===== src/rtl/alu_issue_stage.sv =====
// Two-stage issue/retire wrapper around a combinational ALU: S1 drives the ALU, S2 captures its result a cycle later.
// Valid/ready on both sides; one command per cycle when unstalled, at most two held under output backpressure.
module alu_issue_stage #(
  parameter int WIDTH = 8,
  parameter int CNT_W = 16
) (
  input  logic             clk,
  input  logic             rst,
  input  logic             in_valid,
  output logic             in_ready,
  input  logic [WIDTH-1:0] in_a,
  input  logic [WIDTH-1:0] in_b,
  input  logic [2:0]       in_op,
  output logic [WIDTH-1:0] alu_a,
  output logic [WIDTH-1:0] alu_b,
  output logic [2:0]       alu_op,
  input  logic [WIDTH-1:0] alu_y,
  input  logic             alu_overflow,
  input  logic             alu_carry,
  input  logic             alu_zero,
  input  logic             alu_negative,
  output logic             out_valid,
  input  logic             out_ready,
  output logic [WIDTH-1:0] out_y,
  output logic [3:0]       out_flags,
  output logic             out_illegal,
  output logic             sticky_ovf,
  output logic             sticky_carry,
  input  logic             sticky_clr,
  output logic [CNT_W-1:0] result_count
);

  localparam logic [2:0] OP_FIRST_RSVD = 3'b101;

  logic             s1_valid_q, s1_valid_d;
  logic [WIDTH-1:0] a_q, a_d;
  logic [WIDTH-1:0] b_q, b_d;
  logic [2:0]       op_q, op_d;
  logic             out_valid_q, out_valid_d;
  logic [WIDTH-1:0] y_q, y_d;
  logic [3:0]       flags_q, flags_d;
  logic             illegal_q, illegal_d;
  logic             sticky_ovf_q, sticky_ovf_d;
  logic             sticky_carry_q, sticky_carry_d;
  logic [CNT_W-1:0] count_q, count_d;

  logic s2_free, s1_adv, in_fire, out_fire, op_legal;

  always_comb begin
    s2_free  = !out_valid_q || out_ready;
    s1_adv   = s1_valid_q && s2_free;
    in_ready = !s1_valid_q || s2_free;
    in_fire  = in_valid && in_ready;
    out_fire = out_valid_q && out_ready;
    op_legal = (op_q < OP_FIRST_RSVD);
  end

  always_comb begin
    s1_valid_d     = s1_valid_q;
    a_d            = a_q;
    b_d            = b_q;
    op_d           = op_q;
    out_valid_d    = out_valid_q;
    y_d            = y_q;
    flags_d        = flags_q;
    illegal_d      = illegal_q;
    sticky_ovf_d   = sticky_ovf_q;
    sticky_carry_d = sticky_carry_q;
    count_d        = count_q;

    if (in_fire) begin
      s1_valid_d = 1'b1;
      a_d        = in_a;
      b_d        = in_b;
      op_d       = in_op;
    end else if (s1_adv) begin
      s1_valid_d = 1'b0;
    end

    if (s1_adv) begin
      out_valid_d = 1'b1;
      y_d         = alu_y;
      flags_d     = {alu_overflow, alu_carry, alu_zero, alu_negative};
      illegal_d   = !op_legal;
    end else if (out_fire) begin
      out_valid_d = 1'b0;
    end

    // Clear first so a same-cycle set from a legal result wins.
    if (sticky_clr) begin
      sticky_ovf_d   = 1'b0;
      sticky_carry_d = 1'b0;
    end
    if (s1_adv && op_legal) begin
      sticky_ovf_d   = sticky_ovf_d | alu_overflow;
      sticky_carry_d = sticky_carry_d | alu_carry;
    end

    if (out_fire) begin
      count_d = count_q + CNT_W'(1);
    end
  end

  always_ff @(posedge clk) begin
    if (rst) begin
      s1_valid_q     <= 1'b0;
      a_q            <= '0;
      b_q            <= '0;
      op_q           <= '0;
      out_valid_q    <= 1'b0;
      y_q            <= '0;
      flags_q        <= '0;
      illegal_q      <= 1'b0;
      sticky_ovf_q   <= 1'b0;
      sticky_carry_q <= 1'b0;
      count_q        <= '0;
    end else begin
      s1_valid_q     <= s1_valid_d;
      a_q            <= a_d;
      b_q            <= b_d;
      op_q           <= op_d;
      out_valid_q    <= out_valid_d;
      y_q            <= y_d;
      flags_q        <= flags_d;
      illegal_q      <= illegal_d;
      sticky_ovf_q   <= sticky_ovf_d;
      sticky_carry_q <= sticky_carry_d;
      count_q        <= count_d;
    end
  end

  assign alu_a        = a_q;
  assign alu_b        = b_q;
  assign alu_op       = op_q;
  assign out_valid    = out_valid_q;
  assign out_y        = y_q;
  assign out_flags    = flags_q;
  assign out_illegal  = illegal_q;
  assign sticky_ovf   = sticky_ovf_q;
  assign sticky_carry = sticky_carry_q;
  assign result_count = count_q;

endmodule


===== config.mk =====
export PLATFORM = sky130hd
export DESIGN_NAME = alu_issue_stage
export DESIGN_NICKNAME = d
export VERILOG_FILES = /design/src/rtl/alu_issue_stage.sv
export SDC_FILE = /design/constraint.sdc
export NUM_CORES = 1
export LEC_CHECK = 0
export CAP_MARGIN = 20
export CORE_MARGIN = 8
export CORE_UTILIZATION = 41
export DETAILED_ROUTE_END_ITERATION = 8
export HOLD_SLACK_MARGIN = 0.05
export PLACE_DENSITY = 0.78
export SYNTH_ARGS = -nofsm -noshare
export SYNTH_HDL_FRONTEND = slang
export SYNTH_SLANG_ARGS = --single-unit

===== constraint.sdc =====
create_clock -name clk -period 2.2 [get_ports clk]
set_clock_uncertainty 0.15 [all_clocks]
set_input_delay 0.44 -clock clk [delete_from_list [all_inputs] [get_ports clk]]
set_output_delay 0.44 -clock clk [all_outputs]
set_load 0.1 [all_outputs]

# Word-level counts from Yosys, hierarchy flattened
# Cells that the tools add are included.
# word_totals
regBits,52
in_bits,36
output_inout_bits,52
wordCells,34
# classes
n_addsub,1
magnitude_cmp,1
muxes,8
bitwise,2
reduce_logical,11
# op_table
cell,n
$add A16 B1 Y16 const B,1
$mux W1,8
$logic_and A1 B1 Y1,4
$reduce_bool A2 Y1,2
$logic_not A1 Y1,3
$lt A3 B3 Y1 const B,1
$logic_or A1 B1 Y1,2
$or A1 B1 Y1,2

# Longest topological paths before layout
# Gate-level depths: netlist of run 1.
# logic_depth
ltp_word,5
mapped_depth,6
ltp_nobuf,5

# Worst setup path before layout of run 1
# No wires, ideal clock.
# synth_path
path_kind,reg2reg
from,register out_valid_q (netlist: out_valid)
to,register a_q[1] (netlist: alu_a[1])
setup_time_ns,0.070
arrival_ns,3.165
required_time_ns,1.980
path_slack_ns,-1.186
stages_incl_launch_ff,6
period_less_slack_ns,3.386
path_cell_list,dfxtp_1 > nand3b_1 > nand2_1 > clkbuf_1 > nand2_1 > a21oi_1
# synth_via
elab_chain_len,4
# synth_rtl
item,line_no,rtl
start: declaration,39,"logic out_valid_q, out_valid_d;"
start signal: assignment,122,out_valid_q <= out_valid_d;
$logic_not A1 Y1,50,s2_free = !out_valid_q || out_ready;
$logic_or A1 B1 Y1,50,
$logic_or A1 B1 Y1,52,in_ready = !s1_valid_q || s2_free;
named net in_ready,10,"output logic in_ready,"
$logic_and A1 B1 Y1,53,in_fire = in_valid && in_ready;
end signal: assignment,107,a_q <= '0;
end signal: assignment,119,a_q <= a_d;
end: declaration,36,"logic [WIDTH-1:0] a_q, a_d;"
# The timed path passes the listed nets, and every way through them passes these cells.
# A chain may end at the register's enable or synchronous reset.

# Final worst setup path of run 1
# layout_path
from,input port out_ready
to,output port in_ready
# layout_via
elab_chain_len,2
# layout_rtl
item,line_no,rtl
start: declaration,23,"input logic out_ready,"
$logic_or A1 B1 Y1,50,
$logic_or A1 B1 Y1,52,
end: declaration,10,
# Every way passes these cells.

==> metrics.txt, run 1 <==
Pins Over Slew Limit 0; Slew @ Worst Pin 0.592 ns; setup ws final 0.0677 ns; ANT cells 0; chip width 85.2 microns; synth top area cells dfxtp_1 53%, nand2_1 14%, a21oi_1 10%, xor2_1 3.1%, nor2_1 2.1%; critical path launch point type input port; Hold Crit Class flip-flop to flip-flop; worst relative slew slack 0.605; port buffer count 87; Power Total 1.96 mW; Fin Hold WS 0.305 ns; R2R setup slack 0.38 ns; clk sink count 52; cell area after layout 2960 sq um; FF+latch count, synth 52; initial antenna violation count 0; total grt overflow 0; first-pass GRT wire length 8730 microns; WS Path Type input port to output port; Leakage 1.22 nW; Setup TNS 0 ns; Starting DRT DRC Count 74; core area 4660 sq um; Root Buffer clkbuf_8; DR vias/cell 4.85; Reg clk slew, reported paths 0.09 ns; Post-Synthesis Cell Area 1970 sq um; Max Fclk 0.469 GHz; Hold Buf Count CTS 0; Finished Layout Cells 388; drt pass-1 iters 4; Final Cycle Share 0.969; status finished clean; crit end category output port; most frequent cells in the layout 71 x nand2_1, 63 x buf_4, 40 x a21oi_1, 40 x dfxtp_1, 34 x clkdlybuf4s50_1; CP Data Arrival Time 1.54 ns; synthesized instance count 239; crit-path cells clkdlybuf4s50_1 > buf_4 > nand3b_1 > buf_12; DIE AREA 7270 sq um; Synthesis Warnings 0; detailed-route via count 1883; Worst-Skew Late Latency 0.29 ns; Post-DRT Antenna Nets 0; largest net degree at the start of global routing 32; CTS tree done; Synth Flop Type dfxtp_1; Remaining DRCs 0; share of cells above drive strength 1 0.281; area leader, netlist dfxtp_1; Seq/Total Area, Yosys 0.530; Post-DP Area 2880 sq um; max_cap viols 0; placer congestion estimate 0.741; Power Density 664 nW/um^2; vias in the first global route 1938; Max IR drop VDD 0.390 mV; EDFF count, synth 0; Min Clock Period, post-route 2.13 ns; Final Setup Violations 0; final hold violations 0; Unique masters post-synth 31; Area growth syn-to-layout 50.5%; Worst path slowest cell clkdlybuf4s50_1; Syn Nets 276; Tot GR Track Use 0.145; crit path max fanout 4; placed instance count 381; Worst Path Required 1.61 ns; Routed WL per cell 13.6 microns; Min-Delay Startpoint out_y[7]; top-area cell type share of the netlist area 0.530; FFs w/ async S/R, synth 0; WL final 5270 microns; post-synthesis average cell area 8.22 sq um; clk buf depth 2; TritonCTS Buffers 5; dpl hpwl 4040 microns; final core occ 0.635; # nets final 372; RSZ-0062 raised after global routing no; pre-CTS WS -0.0875 ns; # IOs 88; Worst Setup SP out_ready; die height 85.2 microns; CP max stage delay 0.47 ns; num rows 25; commonest non-fill, non-tap cell in the layout nand2_1; H-tree levels 2; Starting Density 0.422; reg-to-reg startpoint result_count[3]
[kinds of logic after synthesis]
family | Yosys count | share of synthesized area
AND/OR/NAND/NOR | 112 | 0.263
AO/OA/AOI/OAI | 49 | 0.130
flip-flops | 52 | 0.530
adder cells (fa/ha/maj) | 1 | 0.00636
buffers and inverters | 16 | 0.0312
XOR/XNOR | 9 | 0.0401
[final cells by class]
cell class                 count  area, sq um
timing repair buffer         101          878
sequential                    52         1060
tap                           54         67.6
multi-input combinational    171          866
fill                         429         1700
clock buffer                   6         72.6
inverter                       4         15.0
[critical path: cells and delay by family]
family | cells | cell delay, ns
simple gates | 1 | 0.24
buf+inv | 3 | 0.86
[worst paths after layout]
path,cells after the start,endpoint
hold reg to reg,2,out_y[7]
setup / recovery,4,in_ready
hold / removal,2,out_y[7]
setup reg to reg,4,result_count[15]
[sequential cells by signal, summed over array words and instances (netlist names)]
| signal | count |
|---|---|
| result_count | 16 |
| alu_a | 8 |
| alu_b | 8 |
| out_y | 8 |
| out_flags | 4 |
| alu_op | 3 |
| out_illegal | 1 |
| out_valid | 1 |
| s1_valid_q | 1 |
| sticky_carry | 1 |
| sticky_ovf | 1 |
[layer usage]
layer / track usage / share of wire / vias up
li1: - / - / 985
met1: 0.159 / 0.43 / 834
met2: 0.235 / 0.45 / 56
met3: 0.0714 / 0.10 / 8
met4: 0.0534 / 0.018 / 0
met5: 0 / 0 / -
[cell usage after synthesis, types with 2 or more instances]
master    instances
clkbuf_1         10
xor2_1            7
and4_1            2
nand3b_1          2
xnor2_1           2
o21ai_0           6
a21oi_1          40
a32oi_1           2
inv_1             4
nand3_1           5
nand2_1          72
dfxtp_1          52
or2_2             2
nand4_1           4
nor2_1           11
or3_2             3
[where the power goes]
group	total [mW]	internal (mW)	switching, mW	leakage [nW]
registers	0.997	0.975	0.0212	0.431
logic	0.474	0.139	0.335	0.756
clock network	0.493	0.213	0.280	0.0371
[repair_timing]
action / CTS / global route
resized for setup: 0 / 0
setup endpoints to repair: 0 / 1
setup buffers: 0 / 1
(Power assumes the default switching activity.)
==> run 2: changes to the inputs <==
--- a/config.mk
+++ b/config.mk
@@ -5,8 +5,8 @@
 export SDC_FILE = /design/constraint.sdc
 export NUM_CORES = 1
 export LEC_CHECK = 0
+export ABC_AREA = 0
 export CAP_MARGIN = 20
-export CORE_MARGIN = 8
 export CORE_UTILIZATION = 41
 export DETAILED_ROUTE_END_ITERATION = 8
 export HOLD_SLACK_MARGIN = 0.05
==> constraint.sdc (replaced) <==
create_clock -name clk -period 2 [get_ports clk]
set_clock_uncertainty 0.15 [all_clocks]
set_input_delay 0.4 -clock clk [delete_from_list [all_inputs] [get_ports clk]]
set_output_delay 0.4 -clock clk [all_outputs]
set_load 0.1 [all_outputs]
==> run 2 against run 1 <==
The run now ends with design-rule violations left. Sequential cell count unchanged. Die area is 30% lower. Hold slack lost 0.12 ns. Global-route usage is 8.7 points higher. Register-to-register slack worse by 0.15 ns. Via count is 4.6% higher. Non-clock buffer count grew 2. Core utilization grew 18 points. Cell count rose by 0.77%.
==> metrics.txt, run 2 (synthesis gave the netlist of run 1 again) <==
status finished, violations left; violated checks design-rule violations; Post-DP Area 3520 sq um; DIE AREA 5080 sq um; RSZ-0062 raised after global routing no; Post-DRT Antenna Nets 0; crit end category flip-flop; first-pass GRT wire length 9150 microns; sequential cell area 1080 sq um; largest net degree at the start of global routing 26; Min Clock Period, post-route 1.77 ns; DR vias/cell 5.04; clk buf depth 2; share of cells above drive strength 1 0.296; vias in the first global route 1994; cell area after layout 3640 sq um; # nets final 374; core area 4470 sq um; Worst path slowest cell or4_1; Starting DRT DRC Count 80; Hold Crit Class input port to flip-flop; Root Buffer clkbuf_8; Max Fclk 0.564 GHz; Worst-Skew Late Latency 0.31 ns; chip width 71.2 microns; Max IR drop VDD 0.676 mV; WS Path Type flip-flop to flip-flop; crit-path cells nand4_1 > or3_4 > or4_1 > a21oi_1; crit path max fanout 7; Power Density 649 nW/um^2; total grt overflow 0; Worst Path Required 2.09 ns; die height 71.2 microns; most frequent cells in the layout 71 x nand2_1, 52 x buf_12, 40 x a21oi_1, 38 x dfxtp_1, 33 x clkdlybuf4s50_1; num rows 24; Metal-1 WL 2240 microns; TritonCTS Buffers 5; Final Cycle Share 0.886; met3 WL post-DR 406 microns; Largest register FFs 16; Power Total 2.36 mW; max_cap viols 0; clk sink count 52; DR top layer met4; detailed-route via count 1969; placer congestion estimate 0.788; WL final 5410 microns; Top delay family on crit path simple AND/OR/NAND/NOR gates; Hold Buf Count CTS 0; initial antenna violation count 1; Pins Over Slew Limit 0; Starting Density 0.439; final hold violations 0; Final Setup Violations 0; Leakage 1.40 nW; commonest non-fill, non-tap cell in the layout nand2_1; Reg clk slew, reported paths 0.09 ns; Tot GR Track Use 0.232; drt pass-1 iters 6; Remaining DRCs 4; dpl hpwl 4120 microns; # IOs 88; CP max stage delay 0.50 ns; area occupied by multi-input gates 866 sq um; Routed WL per cell 13.8 microns; DR WL met2 2680 microns; Slew @ Worst Pin 0.425 ns; Buf/Inv on CP 0; H-tree levels 2; fillers 270; CP Data Arrival Time 1.86 ns; port buffer count 87; Area growth syn-to-layout 85.0%; CTS tree done; critical path launch point type flip-flop; worst relative slew slack 0.714
run 2: cell types whose count changed in the layout (fill, tap and decap cells not counted):
cell / previous run / this run
buf_12: 3 / 52
buf_4: 63 / 16
clkbuf_8: 5 / 7
clkdlybuf4s50_1: 34 / 33
dfxtp_1: 40 / 38
dfxtp_2: 11 / 6
dfxtp_4: 1 / 8
diode_2: 0 / 1
dlymetal6s2s_1: 0 / 1
run 2: cell type report:
class,count,share of cell area
inverter,4,0.00413
clock buffer,8,0.0275
sequential,52,0.297
tap,52,0.0179
timing repair buffer,103,0.415
multi-input combinational,171,0.238
antenna,1,0.000688
run 2: what timing repair did:
| item | in CTS | in global routing |
|---|---|---|
| gates resized for setup | 0 | 1 |
| buffers inserted | 1 | 0 |
| endpoints found under the setup margin | 1 | 9 |
run 2: routing by layer:
metal	vias to the layer above	track usage
li1	999	-
met2	61	0.393
met1	903	0.271
met5	-	0
met4	0	0.0756
met3	6	0.0872
run 2: path summary, 6_finish.rpt:
check	start	cells after the start	slack, ns	to
max	result_count[3]	4	0.23	result_count[15]
min	rst	2	0.19	result_count[12]
max reg2reg	result_count[3]	4	0.23	result_count[15]
min reg2reg	s1_valid_q	2	0.34	out_valid
run 2: power breakdown:
| part | switching, mW | internal (mW) |
|---|---|---|
| Combinational | 0.370 | 0.240 |
| Sequential | 0.0442 | 1.06 |
| Clock | 0.325 | 0.316 |
| Total | 0.740 | 1.62 |
run 2: stage by stage:
stage	cells	setup WS (ns)	hold slack (ns)	setup TNS, ns	util
floorplan	239	-0.524	0.288	-8.83	-
global placement	381	-0.178	0.306	-3.33	0.787
detailed placement	381	-0.249	0.316	-4.37	0.787
CTS	390	0.0136	0.173	0	0.812
global route	391	0.163	0.190	0	0.813
finish	391	0.227	0.186	0	0.813
